<file path="src/rtl/alu_pkg.sv">
// Opcodes, FSM state encoding and signed-overflow helper shared by alu_seq.
package alu_pkg;

    localparam int unsigned OpWidth = 5;

    localparam logic [OpWidth-1:0] OpAdd = 5'd1;
    localparam logic [OpWidth-1:0] OpSub = 5'd2;
    localparam logic [OpWidth-1:0] OpLsr = 5'd3;
    localparam logic [OpWidth-1:0] OpLsl = 5'd4;
    localparam logic [OpWidth-1:0] OpRsr = 5'd5;
    localparam logic [OpWidth-1:0] OpRsl = 5'd6;
    localparam logic [OpWidth-1:0] OpMul = 5'd7;
    localparam logic [OpWidth-1:0] OpDiv = 5'd8;
    localparam logic [OpWidth-1:0] OpMod = 5'd9;
    localparam logic [OpWidth-1:0] OpAnd = 5'd10;
    localparam logic [OpWidth-1:0] OpOr  = 5'd11;
    localparam logic [OpWidth-1:0] OpXor = 5'd12;
    localparam logic [OpWidth-1:0] OpNot = 5'd13;
    localparam logic [OpWidth-1:0] OpCmp = 5'd14;
    localparam logic [OpWidth-1:0] OpTst = 5'd15;
    localparam logic [OpWidth-1:0] OpInc = 5'd16;
    localparam logic [OpWidth-1:0] OpDec = 5'd17;
    localparam logic [OpWidth-1:0] OpNop = 5'd31;

    typedef enum logic [1:0] {StIdle, StExec, StDone} state_e;

    // Takes operand/result sign bits only, so it works for any WIDTH.
    function automatic logic signed_ovf(input logic sa, input logic sb, input logic sr,
                                        input logic sub);
        return sub ? ((sa != sb) && (sr != sa)) : ((sa == sb) && (sr != sa));
    endfunction

endpackage

</file>
<file path="src/rtl/alu_seq_if.sv">
// Request/result bundle between a datapath master and the alu_seq slave.
interface alu_seq_if #(
    parameter int unsigned WIDTH = 16
);
    import alu_pkg::*;

    logic               i_bgn;
    logic [OpWidth-1:0] i_opcode;
    logic [WIDTH-1:0]   i_a;
    logic [WIDTH-1:0]   i_b;
    logic [WIDTH-1:0]   o_acc1;
    logic [WIDTH-1:0]   o_acc2;
    logic               o_zero;
    logic               o_negative;
    logic               o_carry;
    logic               o_overflow;
    logic               o_rdy;
    logic               o_busy;

    modport master (
        output i_bgn, i_opcode, i_a, i_b,
        input  o_acc1, o_acc2, o_zero, o_negative, o_carry, o_overflow, o_rdy, o_busy
    );

    modport slave (
        input  i_bgn, i_opcode, i_a, i_b,
        output o_acc1, o_acc2, o_zero, o_negative, o_carry, o_overflow, o_rdy, o_busy
    );

endinterface

</file>
<file path="src/rtl/alu_muldiv_unit.sv">
// Iterative unsigned shift-add multiplier / restoring divider, one bit per cycle.
// Only instantiated by alu_seq when ALU_MULDIV_EN is defined.
module alu_muldiv_unit #(
    parameter int unsigned WIDTH = 16,
    parameter int unsigned CNT_W = $clog2(WIDTH) + 1
) (
    input  logic             i_clk,
    input  logic             i_rst_n,
    input  logic             i_start,
    input  logic             i_div,
    input  logic [WIDTH-1:0] i_a,
    input  logic [WIDTH-1:0] i_b,
    output logic             o_done,
    output logic [WIDTH-1:0] o_hi,
    output logic [WIDTH-1:0] o_lo
);
    logic [WIDTH-1:0] r_hi, r_lo, r_opnd;
    logic [CNT_W-1:0] r_cnt;
    logic             r_div;
    logic [WIDTH:0]   w_sum, w_shift, w_diff;

    always_comb begin
        w_sum   = {1'b0, r_hi} + {1'b0, r_opnd};
        w_shift = {r_hi, r_lo[WIDTH-1]};
        w_diff  = w_shift - {1'b0, r_opnd};
    end

    // Mul: r_lo holds the multiplier, r_hi the partial product high word.
    // Div: r_lo shifts the dividend out and the quotient in, r_hi is the remainder.
    always_ff @(posedge i_clk) begin
        if (!i_rst_n) begin
            r_hi   <= '0;
            r_lo   <= '0;
            r_opnd <= '0;
            r_div  <= 1'b0;
            r_cnt  <= '0;
        end else if (i_start) begin
            r_hi   <= '0;
            r_lo   <= i_div ? i_a : i_b;
            r_opnd <= i_div ? i_b : i_a;
            r_div  <= i_div;
            r_cnt  <= CNT_W'(WIDTH);
        end else if (r_cnt != '0) begin
            r_cnt <= r_cnt - 1'b1;
            if (r_div) begin
                if (!w_diff[WIDTH]) begin
                    r_hi <= w_diff[WIDTH-1:0];
                    r_lo <= {r_lo[WIDTH-2:0], 1'b1};
                end else begin
                    r_hi <= w_shift[WIDTH-1:0];
                    r_lo <= {r_lo[WIDTH-2:0], 1'b0};
                end
            end else if (r_lo[0]) begin
                {r_hi, r_lo} <= {w_sum, r_lo[WIDTH-1:1]};
            end else begin
                {r_hi, r_lo} <= {1'b0, r_hi, r_lo[WIDTH-1:1]};
            end
        end
    end

    // High while the final iteration is in flight; results are complete after this edge.
    assign o_done = (r_cnt == CNT_W'(1));
    assign o_hi   = r_hi;
    assign o_lo   = r_lo;

endmodule

</file>
<file path="src/rtl/alu_seq.sv">
// Multi-cycle ALU with bgn/rdy handshake: FSM, single-cycle datapath, rotator and flags.
// Define ALU_MULDIV_EN to include the iterative MUL/DIV/MOD engine.
module alu_seq
    import alu_pkg::*;
#(
    parameter int unsigned WIDTH = 16,
    parameter int unsigned CNT_W = $clog2(WIDTH) + 1
) (
    input logic       i_clk,
    input logic       i_rst_n,
    alu_seq_if.slave  io_bus
);
    localparam int unsigned ShW = $clog2(WIDTH);

    state_e             r_state;
    logic [OpWidth-1:0] r_op;
    logic [WIDTH-1:0]   r_a, r_b, r_rot, r_acc1, r_acc2;
    logic [CNT_W-1:0]   r_cnt;
    logic               r_zero, r_negative, r_carry, r_overflow, r_rdy, r_busy;

    logic               w_accept, w_rot_in, w_go_exec, w_rot_op;
    logic [ShW-1:0]     w_k;
    logic [WIDTH-1:0]   w_opb, w_res1, w_res2;
    logic [WIDTH:0]     w_sum, w_diff;
    logic               w_carry, w_ovf, w_wr_acc, w_wr_flg, w_hi_neg, w_shift_big;

    assign w_accept = (r_state == StIdle) && io_bus.i_bgn;
    assign w_rot_in = (io_bus.i_opcode == OpRsr) || (io_bus.i_opcode == OpRsl);
    assign w_k      = io_bus.i_b[ShW-1:0];
    assign w_rot_op = (r_op == OpRsr) || (r_op == OpRsl);

`ifdef ALU_MULDIV_EN
    logic             w_md_in, w_md_start, w_md_done;
    logic [WIDTH-1:0] w_md_hi, w_md_lo;

    assign w_md_in = (io_bus.i_opcode == OpMul) || (io_bus.i_opcode == OpDiv) ||
                     (io_bus.i_opcode == OpMod);
    // Divide by zero skips the engine and is resolved directly in DONE.
    assign w_md_start = w_accept && w_md_in &&
                        !((io_bus.i_opcode != OpMul) && (io_bus.i_b == '0));
    assign w_go_exec  = (w_rot_in && (w_k != '0)) || w_md_start;

    alu_muldiv_unit #(
        .WIDTH (WIDTH),
        .CNT_W (CNT_W)
    ) u_muldiv (
        .i_clk   (i_clk),
        .i_rst_n (i_rst_n),
        .i_start (w_md_start),
        .i_div   (io_bus.i_opcode != OpMul),
        .i_a     (io_bus.i_a),
        .i_b     (io_bus.i_b),
        .o_done  (w_md_done),
        .o_hi    (w_md_hi),
        .o_lo    (w_md_lo)
    );
`else
    assign w_go_exec = w_rot_in && (w_k != '0);
`endif

    always_comb begin
        w_opb       = ((r_op == OpInc) || (r_op == OpDec)) ? WIDTH'(1) : r_b;
        w_sum       = {1'b0, r_a} + {1'b0, w_opb};
        w_diff      = {1'b0, r_a} - {1'b0, w_opb};
        w_shift_big = |r_b[WIDTH-1:ShW];
        w_res1      = r_acc1;
        w_res2      = '0;
        w_carry     = 1'b0;
        w_ovf       = 1'b0;
        w_wr_acc    = 1'b1;
        w_wr_flg    = 1'b1;
        w_hi_neg    = 1'b0;
        case (r_op)
            OpAdd, OpInc: begin
                w_res1  = w_sum[WIDTH-1:0];
                w_carry = w_sum[WIDTH];
                w_ovf   = signed_ovf(r_a[WIDTH-1], w_opb[WIDTH-1], w_sum[WIDTH-1], 1'b0);
            end
            OpSub, OpDec, OpCmp: begin
                w_res1   = w_diff[WIDTH-1:0];
                w_carry  = w_diff[WIDTH];
                w_ovf    = signed_ovf(r_a[WIDTH-1], w_opb[WIDTH-1], w_diff[WIDTH-1], 1'b1);
                w_wr_acc = (r_op != OpCmp);
            end
            OpAnd, OpTst: begin
                w_res1   = r_a & r_b;
                w_wr_acc = (r_op != OpTst);
            end
            OpOr:  w_res1 = r_a | r_b;
            OpXor: w_res1 = r_a ^ r_b;
            OpNot: w_res1 = ~r_a;
            OpLsl: w_res1 = w_shift_big ? '0 : (r_a << r_b[ShW-1:0]);
            OpLsr: w_res1 = w_shift_big ? '0 : (r_a >> r_b[ShW-1:0]);
            OpRsr, OpRsl: w_res1 = r_rot;
`ifdef ALU_MULDIV_EN
            OpMul: begin
                w_res1   = w_md_lo;
                w_res2   = w_md_hi;
                w_hi_neg = 1'b1;
            end
            OpDiv, OpMod: begin
                if (r_b == '0) begin
                    w_res1   = '1;
                    w_res2   = r_a;
                    w_ovf    = 1'b1;
                    w_hi_neg = 1'b1;
                end else if (r_op == OpDiv) begin
                    w_res1   = w_md_lo;
                    w_res2   = w_md_hi;
                    w_hi_neg = 1'b1;
                end else begin
                    w_res1 = w_md_hi;
                end
            end
`endif
            default: begin
                w_wr_acc = 1'b0;
                w_wr_flg = 1'b0;
            end
        endcase
    end

    always_ff @(posedge i_clk) begin
        if (!i_rst_n) begin
            r_state    <= StIdle;
            r_op       <= '0;
            r_a        <= '0;
            r_b        <= '0;
            r_rot      <= '0;
            r_cnt      <= '0;
            r_acc1     <= '0;
            r_acc2     <= '0;
            r_zero     <= 1'b0;
            r_negative <= 1'b0;
            r_carry    <= 1'b0;
            r_overflow <= 1'b0;
            r_rdy      <= 1'b0;
            r_busy     <= 1'b0;
        end else begin
            r_rdy <= 1'b0;
            case (r_state)
                StIdle: begin
                    if (w_accept) begin
                        r_op    <= io_bus.i_opcode;
                        r_a     <= io_bus.i_a;
                        r_b     <= io_bus.i_b;
                        r_rot   <= io_bus.i_a;
                        r_cnt   <= CNT_W'(w_k);
                        r_busy  <= 1'b1;
                        r_state <= w_go_exec ? StExec : StDone;
                    end
                end
                StExec: begin
                    if (w_rot_op) begin
                        r_rot <= (r_op == OpRsl) ? {r_rot[WIDTH-2:0], r_rot[WIDTH-1]}
                                                 : {r_rot[0], r_rot[WIDTH-1:1]};
                        r_cnt <= r_cnt - 1'b1;
                        if (r_cnt == CNT_W'(1)) r_state <= StDone;
                    end
`ifdef ALU_MULDIV_EN
                    else if (w_md_done) begin
                        r_state <= StDone;
                    end
`endif
                end
                StDone: begin
                    if (w_wr_acc) begin
                        r_acc1 <= w_res1;
                        r_acc2 <= w_res2;
                    end
                    if (w_wr_flg) begin
                        r_zero     <= (w_res1 == '0) && (w_res2 == '0);
                        r_negative <= w_hi_neg ? w_res2[WIDTH-1] : w_res1[WIDTH-1];
                        r_carry    <= w_carry;
                        r_overflow <= w_ovf;
                    end
                    r_rdy   <= 1'b1;
                    r_busy  <= 1'b0;
                    r_state <= StIdle;
                end
                default: r_state <= StIdle;
            endcase
        end
    end

    assign io_bus.o_acc1     = r_acc1;
    assign io_bus.o_acc2     = r_acc2;
    assign io_bus.o_zero     = r_zero;
    assign io_bus.o_negative = r_negative;
    assign io_bus.o_carry    = r_carry;
    assign io_bus.o_overflow = r_overflow;
    assign io_bus.o_rdy      = r_rdy;
    assign io_bus.o_busy     = r_busy;

endmodule

</file>
<file path="src/flat_wrapper.sv">
// flat-port wrapper written by rule: the top's interface ports become plain ports
module alu_seq_flat import alu_pkg::*;
#(
    parameter int unsigned WIDTH = 16,
    parameter int unsigned CNT_W = $clog2(WIDTH) + 1
)
  (i_clk, i_rst_n, io_bus_i_bgn, io_bus_i_opcode, io_bus_i_a, io_bus_i_b, io_bus_o_acc1, io_bus_o_acc2, io_bus_o_zero, io_bus_o_negative, io_bus_o_carry, io_bus_o_overflow, io_bus_o_rdy, io_bus_o_busy);
  alu_seq_if #(.WIDTH(WIDTH)) io_bus_i ();
  input logic i_clk;
  input logic i_rst_n;
  input wire logic [$bits(io_bus_i.i_bgn)-1:0] io_bus_i_bgn;
  input wire logic [$bits(io_bus_i.i_opcode)-1:0] io_bus_i_opcode;
  input wire logic [$bits(io_bus_i.i_a)-1:0] io_bus_i_a;
  input wire logic [$bits(io_bus_i.i_b)-1:0] io_bus_i_b;
  output wire logic [$bits(io_bus_i.o_acc1)-1:0] io_bus_o_acc1;
  output wire logic [$bits(io_bus_i.o_acc2)-1:0] io_bus_o_acc2;
  output wire logic [$bits(io_bus_i.o_zero)-1:0] io_bus_o_zero;
  output wire logic [$bits(io_bus_i.o_negative)-1:0] io_bus_o_negative;
  output wire logic [$bits(io_bus_i.o_carry)-1:0] io_bus_o_carry;
  output wire logic [$bits(io_bus_i.o_overflow)-1:0] io_bus_o_overflow;
  output wire logic [$bits(io_bus_i.o_rdy)-1:0] io_bus_o_rdy;
  output wire logic [$bits(io_bus_i.o_busy)-1:0] io_bus_o_busy;
  assign io_bus_i.i_bgn = io_bus_i_bgn;
  assign io_bus_i.i_opcode = io_bus_i_opcode;
  assign io_bus_i.i_a = io_bus_i_a;
  assign io_bus_i.i_b = io_bus_i_b;
  assign io_bus_o_acc1 = io_bus_i.o_acc1;
  assign io_bus_o_acc2 = io_bus_i.o_acc2;
  assign io_bus_o_zero = io_bus_i.o_zero;
  assign io_bus_o_negative = io_bus_i.o_negative;
  assign io_bus_o_carry = io_bus_i.o_carry;
  assign io_bus_o_overflow = io_bus_i.o_overflow;
  assign io_bus_o_rdy = io_bus_i.o_rdy;
  assign io_bus_o_busy = io_bus_i.o_busy;
  alu_seq #(.WIDTH(WIDTH), .CNT_W(CNT_W)) u_core (.i_clk(i_clk), .i_rst_n(i_rst_n), .io_bus(io_bus_i));
endmodule
</file>
<file path="config.mk">
export PLATFORM = sky130hd
export DESIGN_NAME = alu_seq_flat
export DESIGN_NICKNAME = d
export VERILOG_FILES = /design/src/rtl/alu_pkg.sv /design/src/rtl/alu_seq_if.sv /design/src/rtl/alu_muldiv_unit.sv /design/src/rtl/alu_seq.sv /design/src/flat_wrapper.sv
export SDC_FILE = /design/constraint.sdc
export NUM_CORES = 1
export LEC_CHECK = 0
export ABC_AREA = 1
export CAP_MARGIN = 5
export CORE_ASPECT_RATIO = 1.1
export CORE_UTILIZATION = 60
export CTS_BUF_LIST = sky130_fd_sc_hd__clkbuf_2
export CTS_CLUSTER_DIAMETER = 120
export CTS_CLUSTER_SIZE = 24
export DETAILED_ROUTE_END_ITERATION = 8
export DONT_BUFFER_PORTS = 1
export GPL_ROUTABILITY_DRIVEN = 0
export MAX_ROUTING_LAYER = met4
export PLACE_DENSITY = 0.77
export SLEW_MARGIN = 20
export SYNTH_ARGS = -nofsm -noshare
export SYNTH_HDL_FRONTEND = slang
export SYNTH_SLANG_ARGS = --single-unit
</file>
<file path="constraint.sdc">
create_clock -name i_clk -period 5 [get_ports i_clk]
set_input_delay 0.75 -clock i_clk [delete_from_list [all_inputs] [get_ports i_clk]]
set_output_delay 0.75 -clock i_clk [all_outputs]
set_load 0.05 [all_outputs]
</file>
==> summary.md <==
| Metric | Value |
|---|---|
| Starting Density | 62.52% |
| TritonCTS Sinks | 82 |
| Min-Delay Path Class | in -> reg |
| Post-synthesis cell count | 1445 |
| GR Util met3 | 7.748% |
| Final period utilization | 74.54% |
| Post-synthesis instance area | 8364 µm² |
| GRT Resource Usage Total | 38.37% |
| Initial DRC count | 1047 |
| Clk root buf | clkbuf_2 |
| Register bit total from synthesis | 82 |
| GR Layer Usage met1 | 48.07% |
| Multi-input logic area | 5722 µm² |
| Nets@finish | 1521 |
| Cell family with most CP delay | simple AND/OR/NAND/NOR gates |
| Worst-Margin Slew | 1.043 ns |
| 1st-pass router iterations | 8 |
| Io pins | 78 |
| Crit-path max FO | 16 |
| H-tree depth | 3 |
| Bufs on Longest Clock Path | 2 |
| Slew HR | 30.38% |
| CP Cell Sequence | nor2_1, nand3_1, nand2_1, ha_1, nor2_1, nand2_1, nor2_1, nand2_1, nand3_1, nand2_1, nand3_1, nand2_1, nor3_2, nand3_1, nor2_1, nand3_1, a21oi_2 |
| Area growth syn-to-layout | 0.5386% |
| Slowest stage delay, CP | 0.57 ns |
| Switching power | 0.001304 W |
| # rows | 44 |
| Via density | 5.807 |
| CTS tree | done |
| RSZ-0062 raised after global routing | false |
| Met2 Use GR | 58.15% |
| WP data required | 5.55 ns |
| Fill count | 1375 |
| Syn Area/Cell | 5.788 µm² |
| Final setup vio count | 0 |
| Switching share of power | 52.61% |
| Share of cells above drive strength 1 | 3.685% |
| Fraction of registers with async set/reset | 0% |
| Yosys top cell area share | 19.63% |
| Via Count | 9268 |
| DR WL/cell | 16.48 µm |
| Clock skew | 0.03280 ns |
| Congestion Overflow GR | 0 |
| Buf/Inv on CP | 0 |
| Placed cell areas | 8324 µm² |
| P per Cell Area | 294.8 nW/µm² |
| Clock network power share | 12.2% |
| Status | completed |
| Synth Flop Type | dfxtp_1 |
| Final hold vios | 0 |
| Max Slew Vio Count | 0 |
| FMAX | 268.3 MHz |
| Vias in the first global route | 8295 |
| Crit Path Class | reg -> reg |
| Clock slew at reported path FFs | 0.23 ns |
| Die area | 14420 µm² |
| Core Region | 13380 µm² |
| GRT busiest layer | met2 |
| Slowest cell on the critical path | nand3_1 |
| Total wire length | 26310 µm |
| Die X | 114.6 µm |
| CP Capture Type | flip-flop |
| Int Power | 0.001175 W |
| Die Ht | 125.8 µm |
| Leak Pwr | 4.421 nW |
| First-pass GRT wire length | 41610 µm |
| Number of buffers added on ports | 0 |
| Skew-Pair Late Insertion Delay | 0.61 ns |
| Library cells used by synthesis | 51 |
| Pin count of the biggest net entering global routing | 55 |
| Ranking of synthesized cells by area | dfxtp_1 20%, nand2_1 19%, ha_1 11% |
| Post-route ant nets | 0 |
| Total Neg Setup Slack | 0 ns |
| Setup Buffers After CTS | 0 |
| Design area | 8409 µm² |
| Dpl hpwl | 20580 µm |
| FF+latch area | 1642 µm² |
| PostCTS Resize Cnt | 0 |
| Sequential-to-total area share from yosys stat | 19.63% |
| Critical path startpoint category | flip-flop |
| Number of synthesis warnings | 0 |
| Arr. time, crit path | 4.28 ns |
| Max cap viols | 0 |
| Initial antenna violation count | 1 |
| Logic gate share of total power | 49.8% |
| Min Tclk post-route | 3.727 ns |
| # DRC | 0 |
| Hold_buf cts | 0 |
| Sequential Power Share | 38.0% |
| TritonCTS buffer count | 9 |
| Synth area leader | dfxtp_1 |
| Worst vdd ir | 0.2345 mV |
| Number of flops mapped to enable cells by yosys | 0 |
| Total power | 0.002479 W |
==> placed cells by master (no fill, tap or decap), drive strengths merged <==
cell / Yosys / final
o2111ai: 3 / 3
clkbuf: 30 / 10
or2: 5 / 5
nand2: 430 / 430
o221ai: 3 / 3
a211oi: 3 / 3
clkinv: 5 / 7
nor3: 7 / 7
clkinvlp: 0 / 3
a21oi: 109 / 109
o21a: 3 / 3
nand3b: 6 / 6
o21bai: 2 / 2
buf: 37 / 3
and2: 3 / 3
o21ai: 82 / 82
xnor2: 2 / 2
ha: 72 / 72
dfxtp: 82 / 82
nor2: 162 / 162
a31oi: 10 / 10
nor4: 2 / 2
diode: 0 / 1
a21o: 1 / 1
o2bb2ai: 1 / 1
nand3: 148 / 148
o211ai: 14 / 14
nand4: 19 / 19
and3: 1 / 1
conb: 1 / 16
a221oi: 6 / 6
xor2: 3 / 3
fa: 2 / 2
inv: 183 / 183
o22ai: 7 / 7
nor3b: 1 / 1
==> Yosys cell counts, types with 3 or more instances <==
cell type,instances
clkbuf_1,30
buf_4,17
nor2_2,7
o21ai_1,4
o211ai_1,14
ha_1,72
nand2_2,5
a221oi_1,6
o221ai_1,3
nor2_1,154
or2_1,3
nand4_1,19
clkinv_1,5
nand3_1,145
nand2_1,425
inv_2,10
and2_1,3
o21a_1,3
dfxtp_1,82
nand3b_1,6
xor2_1,3
o21ai_0,77
a21oi_1,107
inv_1,172
buf_2,17
a211oi_1,3
o2111ai_1,3
a31oi_1,10
nor3_1,5
o22ai_1,7
==> final cells by class <==
class                   count  area share, %
multi-input cells        1123          68.04
flip-flops and latches     82          19.52
inverters                 188          8.421
well taps                 184          2.738
clock buffers              10         0.5951
clock inverters             5         0.3868
repair buffers              3         0.2678
diodes                      1        0.02976
==> layer usage <==
layer,wire length [µm],up-vias
li1,-,4574
met1,10620,4106
met2,11520,495
met3,2748,93
met4,1411,0
met5,0,-
==> logic make-up after synthesis <==
kind of cell | synth area share, %
simple gates | 39.63
buf+inv | 12.67
compound gates | 16.26
flops | 19.63
fa+ha+maj | 11.25
xor+xnor | 0.5237
other cells | 0.04483
==> power groups by stage <==
stage	clock network (W)	registers (W)	logic [W]
after global routing	0.000337	0.000950	0.00138
after detailed placement	0	0.000949	0.00120
after global placement	0	0.000948	0.00119
final	0.000303	0.000941	0.00124
after floorplan	0	0.000896	0.000970
after CTS	0.000310	0.000935	0.00121
==> sequential cells by signal, summed over array words and instances, names as in the netlist, 2 cells and up <==
signal / flops
u_core.io_bus.o_acc1: 16
u_core.r_a: 16
u_core.r_b: 16
u_core.r_cnt: 5
u_core.r_op: 5
u_core.r_rot: 16
u_core.r_state: 2
==> final timing paths <==
kind	end	startpoint	depth (start not counted)	slack, ns
worst min register to register	u_core.r_rot[5]	u_core.r_rot[5]	2	0.51
worst max register to register	u_core.io_bus.o_zero	u_core.r_op[2]	17	1.27
worst min-delay path	u_core.r_state[1]	i_rst_n	2	0.26
worst max-delay path	u_core.io_bus.o_zero	u_core.r_op[2]	17	1.27
==> metrics by stage <==
| step | setup WS (ns) | util (%) | hold WS [ns] | cells |
|---|---|---|---|---|
| finish | 1.273 | 62.86 | 0.2600 | 1596 |
| global route | 1.093 | 62.86 | 0.2034 | 1596 |
| CTS | 1.411 | 62.84 | 0.2165 | 1595 |
| detailed placement | 1.441 | 62.22 | 0.4794 | 1580 |
| global placement | 1.516 | 62.22 | 0.4739 | 1580 |
| floorplan | 2.094 | - | 0.4634 | 1460 |
Power figures use the tool's default switching activity.
